### config.mk
export PLATFORM = sky130hd
export DESIGN_NAME = i2s_receiver_flat
export DESIGN_NICKNAME = d
export VERILOG_FILES = /design/src/rtl/i2s_receiver_if.sv /design/src/rtl/i2s_receiver.sv /design/src/flat_wrapper.sv
export SDC_FILE = /design/constraint.sdc
export NUM_CORES = 1
export LEC_CHECK = 0
export ABC_AREA = 0
export BUFFER_PORTS_ARGS = -buffer_cell sky130_fd_sc_hd__buf_2
export CAP_MARGIN = 10
export CORE_AREA = 2 2 90 92
export DETAILED_ROUTE_END_ITERATION = 8
export DIE_AREA = 0 0 92 94
export PLACE_DENSITY_LB_ADDON = 0.12
export REMOVE_ABC_BUFFERS = 1
export SETUP_SLACK_MARGIN = 0.5
export SLEW_MARGIN = 10
export SYNTH_ARGS = -nofsm -noshare
export SYNTH_HDL_FRONTEND = slang
export SYNTH_SLANG_ARGS = --single-unit
### constraint.sdc
create_clock -name clk -period 1.4 [get_ports clk]
set_input_delay 0.14 -clock clk [delete_from_list [all_inputs] [get_ports clk]]
set_output_delay 0.14 -clock clk [all_outputs]
set_load 0.02 [all_outputs]
### src/rtl/i2s_receiver_if.sv
// rtl/i2s_receiver_if.sv - sample stream from the I2S receiver to its consumer
interface i2s_receiver_if #(
  parameter int width = 16
);
  logic             o_valid;
  logic             o_ready;
  logic             o_is_left;
  logic [width-1:0] o_audio;
  logic             o_overrun;

  modport master (
    output o_valid,
    output o_is_left,
    output o_audio,
    output o_overrun,
    input  o_ready
  );

  modport slave (
    input  o_valid,
    input  o_is_left,
    input  o_audio,
    input  o_overrun,
    output o_ready
  );
endinterface

### src/rtl/i2s_receiver.sv
// rtl/i2s_receiver.sv - oversampled I2S receiver; deserialises left/right words
// into left-aligned samples on a valid/ready stream with overrun reporting.
module i2s_receiver #(
  parameter int width = 16
) (
  input  logic                  clk,
  input  logic                  reset,
  input  logic                  sck,
  input  logic                  ws,
  input  logic                  sd,
  i2s_receiver_if.master        smp
);

  localparam int             CW      = $clog2(width + 1);
  localparam logic [CW-1:0]  CNT_MAX = CW'(width);

  logic [2:0]       sck_q;
  logic [1:0]       ws_q;
  logic [1:0]       sd_q;
  logic             sck_rise;
  logic             ws_s;
  logic             sd_s;

  logic [width-1:0] shift_q, shift_d;
  logic [CW-1:0]    cnt_q, cnt_d;
  logic             ws_last_q, ws_last_d;
  logic             synced_q, synced_d;
  logic             done_q, done_d;
  logic [width-1:0] done_word_q, done_word_d;
  logic             done_left_q, done_left_d;
  logic [width-1:0] bit_word;

  logic             valid_q, valid_d;
  logic             is_left_q, is_left_d;
  logic [width-1:0] audio_q, audio_d;
  logic             overrun_q, overrun_d;

  // sd and ws share the sck pipeline depth so the sampled bit lines up with the edge
  always_ff @(posedge clk or negedge reset) begin
    if (!reset) begin
      sck_q <= '0;
      ws_q  <= '0;
      sd_q  <= '0;
    end else begin
      sck_q <= {sck_q[1:0], sck};
      ws_q  <= {ws_q[0], ws};
      sd_q  <= {sd_q[0], sd};
    end
  end

  assign sck_rise = sck_q[1] & ~sck_q[2];
  assign ws_s     = ws_q[1];
  assign sd_s     = sd_q[1];

  always_comb begin
    bit_word = shift_q;
    for (int i = 0; i < width; i++) begin
      if (int'(cnt_q) == width - 1 - i) bit_word[i] = sd_s;
    end
  end

  always_comb begin
    shift_d     = shift_q;
    cnt_d       = cnt_q;
    ws_last_d   = ws_last_q;
    synced_d    = synced_q;
    done_d      = 1'b0;
    done_word_d = done_word_q;
    done_left_d = done_left_q;
    if (sck_rise) begin
      if (ws_s == ws_last_q) begin
        shift_d = bit_word;
        if (cnt_q != CNT_MAX) cnt_d = cnt_q + CW'(1);
      end else begin
        // the bit carried with the ws change is the LSB of the word just ended
        done_d      = synced_q;
        done_word_d = bit_word;
        done_left_d = ~ws_last_q;
        shift_d     = '0;
        cnt_d       = '0;
        ws_last_d   = ws_s;
        synced_d    = 1'b1;
      end
    end
  end

  always_ff @(posedge clk or negedge reset) begin
    if (!reset) begin
      shift_q     <= '0;
      cnt_q       <= '0;
      ws_last_q   <= 1'b0;
      synced_q    <= 1'b0;
      done_q      <= 1'b0;
      done_word_q <= '0;
      done_left_q <= 1'b0;
    end else begin
      shift_q     <= shift_d;
      cnt_q       <= cnt_d;
      ws_last_q   <= ws_last_d;
      synced_q    <= synced_d;
      done_q      <= done_d;
      done_word_q <= done_word_d;
      done_left_q <= done_left_d;
    end
  end

  // a word arriving while the held sample is still unaccepted is dropped
  always_comb begin
    valid_d   = valid_q;
    is_left_d = is_left_q;
    audio_d   = audio_q;
    overrun_d = 1'b0;
    if (done_q) begin
      if (!valid_q || smp.o_ready) begin
        valid_d   = 1'b1;
        is_left_d = done_left_q;
        audio_d   = done_word_q;
      end else begin
        overrun_d = 1'b1;
      end
    end else if (valid_q && smp.o_ready) begin
      valid_d = 1'b0;
    end
  end

  always_ff @(posedge clk or negedge reset) begin
    if (!reset) begin
      valid_q   <= 1'b0;
      is_left_q <= 1'b0;
      audio_q   <= '0;
      overrun_q <= 1'b0;
    end else begin
      valid_q   <= valid_d;
      is_left_q <= is_left_d;
      audio_q   <= audio_d;
      overrun_q <= overrun_d;
    end
  end

  assign smp.o_valid   = valid_q;
  assign smp.o_is_left = is_left_q;
  assign smp.o_audio   = audio_q;
  assign smp.o_overrun = overrun_q;

endmodule

### src/flat_wrapper.sv
// flat-port wrapper written by rule: the top's interface ports become plain ports
module i2s_receiver_flat 
#(
  parameter int width = 16
)
  (clk, reset, sck, ws, sd, smp_o_valid, smp_o_is_left, smp_o_audio, smp_o_overrun, smp_o_ready);
  i2s_receiver_if #(.width(width)) smp_i ();
  input  logic clk;
  input  logic reset;
  input  logic sck;
  input  logic ws;
  input  logic sd;
  output wire logic [$bits(smp_i.o_valid)-1:0] smp_o_valid;
  output wire logic [$bits(smp_i.o_is_left)-1:0] smp_o_is_left;
  output wire logic [$bits(smp_i.o_audio)-1:0] smp_o_audio;
  output wire logic [$bits(smp_i.o_overrun)-1:0] smp_o_overrun;
  input wire logic [$bits(smp_i.o_ready)-1:0] smp_o_ready;
  assign smp_o_valid = smp_i.o_valid;
  assign smp_o_is_left = smp_i.o_is_left;
  assign smp_o_audio = smp_i.o_audio;
  assign smp_o_overrun = smp_i.o_overrun;
  assign smp_i.o_ready = smp_o_ready;
  i2s_receiver #(.width(width)) u_core (.clk(clk), .reset(reset), .sck(sck), .ws(ws), .sd(sd), .smp(smp_i));
endmodule
# [Word-level counts from Yosys, hierarchy flattened]
# Cells that the tools add are included.
[totals] ff_bits=67 in_bits=6 wordCells=73
[classes] addsub=1 eq_ne=19 n_mux=26 n_bitwise=4 n_reduce_logical=9
[op_table] cell="$eq A5 B5 Y1 const B" n=8
[op_table] cell="$mux W1" n=23
[op_table] cell="$eq A5 B4 Y1 const B" n=4
[op_table] cell="$mux W16" n=1
[op_table] cell="$eq A5 B3 Y1 const B" n=2
[op_table] cell="$mux W5" n=2
[op_table] cell="$reduce_and A2 Y1" n=4
[op_table] cell="$add A5 B1 Y5 const B" n=1
[op_table] cell="$eq A5 B2 Y1 const B" n=1
[op_table] cell="$logic_not A5 Y1" n=1
[op_table] cell="$ne A5 B5 Y1 const B" n=1
[op_table] cell="$ne A2 B2 Y1 const B" n=2
[op_table] cell="$not A1 Y1" n=3
[op_table] cell="$reduce_bool A2 Y1" n=1
[op_table] cell="$and A1 B1 Y1" n=1
[op_table] cell="$eq A1 B1 Y1" n=1
[op_table] cell="$logic_and A1 B1 Y1" n=1
[op_table] cell="$logic_not A1 Y1" n=1
[op_table] cell="$logic_or A1 B1 Y1" n=1

# [Longest topological paths before layout]
# Gate-level depths: netlist of run 1.
[depth] word_depth=4 ltp_mapped=6 ltp_nobuf=5

# [Worst setup path after synthesis of run 1]
# OpenSTA, ideal clock, no wires.
[synth_path] kind="flip-flop to flip-flop" startpoint="register u_core.valid_q, in the netlist u_core.smp.o_valid" endpoint="register u_core.audio_q[0], in the netlist u_core.smp.o_audio[0]" setup_time_ns=0.125 arrival_time_ns=1.298 path_slack_ns=-0.023 path_stages_with_launch=5 n_path_buf=1 path_cell_list="dfrtp_1 > nand2b_1 > nand2_1 > buf_4 > mux2_2"
[synth_via] elab_chain_cells=3
[synth_lines] element="from (decl)" line="i2s_receiver.sv:33" rtl="logic valid_q, valid_d;"
[synth_lines] element="from (signal assigned)" line="i2s_receiver.sv:133" rtl="valid_q <= valid_d;"
[synth_lines] element="$logic_not A1 Y1" line="i2s_receiver.sv:114" rtl="if (!valid_q || smp.o_ready) begin"
[synth_lines] element="$logic_or A1 B1 Y1" line="i2s_receiver.sv:114"
[synth_lines] element="$reduce_and A2 Y1 (no line)"
[synth_lines] element="to (signal assigned)" line="i2s_receiver.sv:135" rtl="audio_q <= audio_d;"
[synth_lines] element="to (decl)" line="i2s_receiver.sv:35" rtl="logic [width-1:0] audio_q, audio_d;"
# No other way between the ends.
# A chain may end at the register's enable or synchronous reset.

# [Worst setup path in the final report of run 1]
[layout_path] startpoint="register u_core.cnt_q[1]" endpoint="register u_core.done_word_q[7]"
[layout_via] elab_chain_cells=2
[layout_lines] element="from (decl)" line="i2s_receiver.sv:25" rtl="logic [CW-1:0] cnt_q, cnt_d;"
[layout_lines] element="from (signal assigned)" line="i2s_receiver.sv:98" rtl="cnt_q <= cnt_d;"
[layout_lines] element="$eq A5 B5 Y1" line="i2s_receiver.sv:58" rtl="if (int'(cnt_q) == width - 1 - i) bit_word[i] = sd_s;"
[layout_lines] element="$mux W1" line="i2s_receiver.sv:58"
[layout_lines] element="to (signal assigned)" line="i2s_receiver.sv:102" rtl="done_word_q <= done_word_d;"
[layout_lines] element="to (decl)" line="i2s_receiver.sv:29" rtl="logic [width-1:0] done_word_q, done_word_d;"
# No other way between the ends.

==> flow_summary.yaml, run 1 <==
yosys:
  synth-edff-count: 0
  synth_seq_cells: 67
  syn_area_um2: 3000
  ys_types: 32
  syn_area_per_cell_um2: 12.5
  yosysTopAreaCell: "dfrtp_1"
  yosysSeqAreaShare: 0.560
  synthFlopType: "dfrtp_1"
  netlist.area_leader.share: 0.560
  syn_inst: 240
  yosysWarnings: 0
  synth_area_leaders: "dfrtp_1 (56%), mux2_2 (6.4%), a21oi_1 (5.7%)"
  async_reset_ff_frac: 1.00
layout:
  syn_to_final_growth_pct: 44.2
  nets: 325
  stdcell_area_um2: 4320
  num_antenna_cells: 0
  fill_cells: 653
  drive_above_1_share: 0.487
timing:
  fin_skew_ns: 0.00854
  fmax_mhz: 692
  period_share: 1.03
  setup_viol: 15
  rsz0062_at_grt: "true"
  finalMaxSlewViolations: 0
  hold_viol: 0
  tightest_slew_ns: 0.366
  maxSlewHeadroom: 0.756
  fin_ws_ns: -0.0461
  fin_crit_ns: 1.45
pwr:
  ir_drop_mv: 1.01
  power_density_nw_per_um2: 1620
  p_clk_frac: 0.230
  power_switching_w: 0.00210
  swShare: 0.300
  power.total_w: 0.00700
  intPower_w: 0.00490
  combPwrFrac: 0.379
  p_leak_nw: 1.93
  seqPwrFrac: 0.391
setup_path:
  critPathMaxFanout: 5
  crit_required_ns: 1.63
  timing.rr.start: "u_core.cnt_q[1]"
  reg2reg_depth: 5
  slowest_delay_ns: 0.45
  cp-end-kind: "flop"
  cp.arrival_ns: 1.67
  path_class: "reg2reg"
  slowest_stage: "dfrtp_2"
  rr_endpoint: "u_core.done_word_q[7]"
  r2r_slack_ns: -0.05
  cp_cell_sequence: "inv_4 > ha_4 > and4bb_1 > mux2i_2 > a21oi_1"
  cp-start-kind: "flop"
clock_network:
  numCtsBuffers: 9
  cts_tree: "done"
  cts-root-buf: "clkbuf_8"
  clockBufferDepth: 2
  clock_latency_ns: 0.34
  numClockSinks: 67
  cts.clk_slew.worst_paths_ns: 0.07
  htreeDepth: 3
route:
  wl_mm: 6.86
  wl_per_cell_um: 16.3
  vias_per_cell: 5.02
  first_pass_iters: 4
  drtAntennaViolNets: 0
  vias: 2110
  drc_errors: 0
  drtIter0Drc: 76
floorplanning:
  coreArea_um2: 7610
  rows: 32
  ioPinCount: 25
  die_w_um: 92
  die_h_um: 94
  initial_core_util: 0.394
  die-area_um2: 8650
worst_hold_path:
  min_from: "smp_o_ready"
  worstHoldPathCells: 3
  holdPathEnd: "u_core.smp.o_overrun"
  hp-class: "in2reg"
placed_design:
  dp_hpwl_mm: 3.88
  portBuffers: 24
  place_area_um2: 3390
  place_congestion: 0.763
global_routing:
  grt_max_degree: 68
  antenna_found_initial: 0
  grt_overflow: 0
  grt_pass1_vias: 2135
  track_usage: 0.169
  grt_pass1_wl_mm: 11.0
run:
  maxCapViolations: 0
run_status:
  status: "complete, but fails checks"
  violations: "setup timing"
## power by group through the flow
stage / combinational, W / sequential, W / clock, W
floorplan: 0.000678 / 0.00299 / 0
global placement: 0.00163 / 0.00264 / 0
detailed placement: 0.00165 / 0.00266 / 0
CTS: 0.00230 / 0.00272 / 0.00165
global route: 0.00284 / 0.00279 / 0.00174
finish: 0.00265 / 0.00274 / 0.00161
## through the flow
step / setup WS, ns / cells / hold slack, ns / TNS (ns) / utilization
after global routing: -0.126 / 420 / 0.139 / -1.77 / 0.568
after detailed placement: -0.128 / 375 / 0.194 / -0.833 / 0.445
after floorplan: -0.686 / 222 / -0.156 / -20.53 / -
final: -0.0461 / 420 / 0.109 / -0.357 / 0.568
after global placement: -0.102 / 375 / 0.193 / -0.425 / 0.445
after CTS: -0.0223 / 402 / 0.0968 / -0.0437 / 0.531
## critical path, delay by kind of cell (launching register included)
family | cells | cell delay, ns
AND/OR/NAND/NOR | 1 | 0.26
flip-flops | 1 | 0.45
multiplexers | 1 | 0.27
adder cells (fa/ha/maj) | 1 | 0.16
AO/OA/AOI/OAI | 1 | 0.10
buffers and inverters | 1 | 0.10
## timing repair
| item | in CTS | in global routing |
|---|---|---|
| endpoints found under the hold margin | 70 | 0 |
| hold buffers | 4 | 0 |
| pin swaps | 11 | 18 |
| buffers inserted | 7 | 15 |
| resized for setup | 98 | 39 |
| gates cloned | 1 | 3 |
| setup endpoints to repair | 77 | 77 |
## placed cells by master, fill, tap and decap left out, drive strengths merged, types with 5 or more instances in the layout
cell	instances
o21ai	18
a21oi	34
and4bb	8
nand2	11
inv	7
clkbuf	13
mux2i	17
dfrtp	67
ha	5
mux2	18
buf	77
a22o	11
## cell families (layout without fill, tap and decap cells)
group                    Yosys count  count (layout)  share of synthesized area
buffers and inverters             25             103                     0.0439
multiplexers                      35              35                      0.124
adder cells (fa/ha/maj)            5               5                     0.0209
flip-flops                        67              67                      0.560
XOR/XNOR                           2               2                    0.00836
AND/OR/NAND/NOR                   40              40                      0.117
AO/OA/AOI/OAI                     66              66                      0.126
## cell type report
type / instances / area [µm²] / area share
sequential: 67 / 1680 / 0.390
clock buffer: 13 / 159 / 0.0368
clock inverter: 2 / 35.0 / 0.00811
inverter: 7 / 31.3 / 0.00724
tap: 102 / 128 / 0.0295
timing repair buffer: 81 / 840 / 0.194
multi-input combinational: 148 / 1450 / 0.334
## state kept, by name, summed over array words and instances (netlist names)
register and flops:
u_core.done_left_q 1, u_core.synced_q 1, u_core.done_word_q 16, u_core.smp.o_overrun 1
u_core.shift_q 16, u_core.smp.o_audio 16, u_core.sd_q 2, u_core.smp.o_is_left 1
u_core.cnt_q 5, u_core.sck_q 3, u_core.done_q 1, u_core.ws_last_q 1
u_core.ws_q 2, u_core.smp.o_valid 1
## how the worst max path moves through the flow
stage,to,cells past startpoint,slack (ns),start
3_5_place_dp,u_core.shift_q[15],6,-0.13,u_core.cnt_q[1]
4_1_cts,u_core.done_word_q[15],6,-0.02,u_core.cnt_q[1]
6_report,u_core.done_word_q[7],5,-0.05,u_core.cnt_q[1]
2_1_floorplan,u_core.shift_q[10],3,-0.69,u_core.sck_q[1]
5_1_grt,u_core.done_word_q[15],6,-0.13,u_core.cnt_q[1]
3_3_place_gp,u_core.done_word_q[15],6,-0.10,u_core.cnt_q[1]
## synth_stat cells, types with 5 or more instances
master / n
and4bb_1: 8
o21ai_0: 7
ha_1: 5
buf_2: 6
mux2_2: 17
mux2i_1: 17
a21oi_1: 34
o21ai_1: 11
inv_1: 7
a22o_1: 11
clkbuf_1: 6
nand2_1: 11
dfrtp_1: 67
## metal layers
layer / share of wire / vias to the layer above / wire length, µm / track usage
li1: - / 1012 / - / -
met1: 0.48 / 1063 / 3260 / 0.222
met2: 0.48 / 26 / 3310 / 0.267
met3: 0.023 / 9 / 156 / 0.0345
met4: 0.019 / 0 / 133 / 0.0821
met5: 0 / - / 0 / 0
Note: power is estimated with default switching activity, not from simulation.
==> run 2, diff against run 1 <==
Settings changed: BUFFER_PORTS_ARGS -buffer_cell sky130_fd_sc_hd__buf_2 to -buffer_cell sky130_fd_sc_hd__clkbuf_2, CORE_AREA 2 2 90 92 to 3 3 91 93, DIE_AREA 0 0 92 94 to 0 0 94 96.
==> run 2 against run 1 <==
Against the previous run:
- the run still ends with setup timing left
- critical path depth unchanged
- total power decreased by 1.8%
- flip-flop and latch count unchanged
- wire length decreased by 0.96%
==> flow_summary.yaml, run 2 (synthesis results as in run 1) <==
route:
  met1_length_mm: 3.39
  first_pass_iters: 4
  wl_mm: 6.79
  wl_met2_mm: 3.14
  vias: 2098
  dr.max_layer_used: "met4"
  wl_per_cell_um: 16.2
  met3_length_um: 202
  drtIter0Drc: 97
  vias_per_cell: 5.00
  drtAntennaViolNets: 0
  drc_errors: 0
floorplanning:
  coreArea_um2: 7610
  die_h_um: 96
  initial_core_util: 0.394
  ioPinCount: 25
  die-area_um2: 9020
  die_w_um: 94
  rows: 32
pwr:
  p_clk_frac: 0.199
  intPower_w: 0.00478
  p_leak_nw: 1.96
  power_density_nw_per_um2: 1560
  power_switching_w: 0.00209
  swShare: 0.304
  ir_drop_mv: 1.05
  combPwrFrac: 0.406
  seqPwrFrac: 0.395
setup_path:
  slowest_stage: "dfrtp_2"
  slowest_delay_ns: 0.44
  cp_cell_sequence: "inv_2 > ha_2 > and4bb_2 > mux2i_1 > a21oi_1"
  reg2reg_depth: 5
  worst-path-buf-inv: 1
  crit_required_ns: 1.63
  cp-start-kind: "flop"
  path_class: "reg2reg"
  cp.depth: 5
  critPathMaxFanout: 4
  crit_family: "flip-flops"
  cp.arrival_ns: 1.67
  cp-end-kind: "flop"
timing:
  fin_ws_ns: -0.0437
  rsz0062_at_grt: "true"
  finalMaxSlewViolations: 0
  fin_skew_ns: 0.00423
  setup_viol: 18
  maxSlewHeadroom: 0.760
  fmax_mhz: 693
  period_share: 1.03
  hold_viol: 0
  fin_crit_ns: 1.44
  setup_tns_ns: -0.381
  tightest_slew_ns: 0.359
layout:
  layout_commonest_cell: "dfrtp_1"
  final_core_util: 0.580
  fill_cells: 640
  nets: 325
  num_antenna_cells: 0
  syn_to_final_growth_pct: 47.3
  final_cell_mix: "dfrtp_1 (62), buf_4 (30), clkbuf_8 (28)"
  drive_above_1_share: 0.484
run_status:
  status: "complete, but fails checks"
  violations: "setup timing"
global_routing:
  grt_pass1_vias: 2175
  antenna_found_initial: 0
  track_usage: 0.164
  grt_pass1_wl_mm: 11.3
  grt_max_degree: 68
  grt_overflow: 0
clock_network:
  numCtsBuffers: 9
  clock_latency_ns: 0.34
  cts_tree: "done"
  htreeDepth: 3
  clockBufferDepth: 2
  numClockSinks: 67
  cts.clk_slew.worst_paths_ns: 0.07
  cts-root-buf: "clkbuf_8"
worst_hold_path:
  hp-class: "in2reg"
  worstHoldPathCells: 3
run:
  maxCapViolations: 0
placed_design:
  portBuffers: 24
  dp_hpwl_mm: 3.76
  place_congestion: 0.753
run 2: changes by cell type in the layout (fill, tap and decap cells not counted), moves of 3 or more:
cell      previous run  this run
buf_16               0         3
buf_2                6         1
buf_6               31         8
buf_8                1         4
clkbuf_2             0         4
clkbuf_8            11        28
run 2: path summary, 6_finish.rpt:
| kind | start | to | slack [ns] |
|---|---|---|---|
| setup / recovery | u_core.cnt_q[1] | u_core.done_word_q[10] | -0.04 |
| hold / removal | smp_o_ready | u_core.smp.o_overrun | 0.10 |
| setup reg to reg | u_core.cnt_q[1] | u_core.done_word_q[10] | -0.04 |
| hold reg to reg | u_core.sck_q[0] | u_core.sck_q[1] | 0.35 |
| max in group asynchronous | reset | u_core.ws_last_q | 0.73 |
| min in group asynchronous | reset | u_core.smp.o_overrun | 0.36 |
run 2: repair_timing:
action | in CTS | in global routing
endpoints found under the setup margin | 77 | 77
setup buffers | 8 | 15
cloned | 4 | 1
gates resized for setup | 103 | 28
pin swaps | 20 | 27
hold buffers | 4 | 0
hold endpoints to repair | 70 | 0
run 2: power by group through the flow:
stage               logic [W]  registers (W)  clock network (W)
CTS                   0.00247        0.00270            0.00143
detailed placement    0.00164        0.00267                  0
global placement      0.00163        0.00265                  0
global route          0.00299        0.00277            0.00151
finish                0.00279        0.00272            0.00137
floorplan            0.000678        0.00299                  0
run 2: final cells by class:
type / count / area, µm² / share of cell area
repair buffers: 81 / 956 / 0.217
clock buffers: 12 / 145 / 0.0329
multi-input cells: 148 / 1460 / 0.330
flip-flops and latches: 67 / 1680 / 0.381
clock inverters: 3 / 15.0 / 0.00340
well taps: 102 / 128 / 0.0289
inverters: 7 / 28.8 / 0.00652
run 2: worst min-delay path: stages:
cell and delay (ns):
clkbuf_2 0.07, nand2b_1 0.14, nor2_1 0.05
run 2: metrics by stage:
stage	instances	worst slack, ns	area, µm²	hold slack (ns)	power (W)
2_1_floorplan	222	-0.686	2890	-0.156	0.00366
3_3_place_gp	373	-0.129	3390	0.195	0.00428
3_5_place_dp	373	-0.128	3390	0.192	0.00430
4_1_cts	404	-0.0249	4160	0.0827	0.00660
5_1_grt	420	-0.132	4410	0.0811	0.00727
6_report	420	-0.0437	4410	0.101	0.00687
run 2: routing by layer:
layer / up-vias / track usage
li1: 1011 / -
met1: 1047 / 0.227
met2: 35 / 0.254
met3: 5 / 0.0469
met4: 0 / 0.0445
met5: - / 0
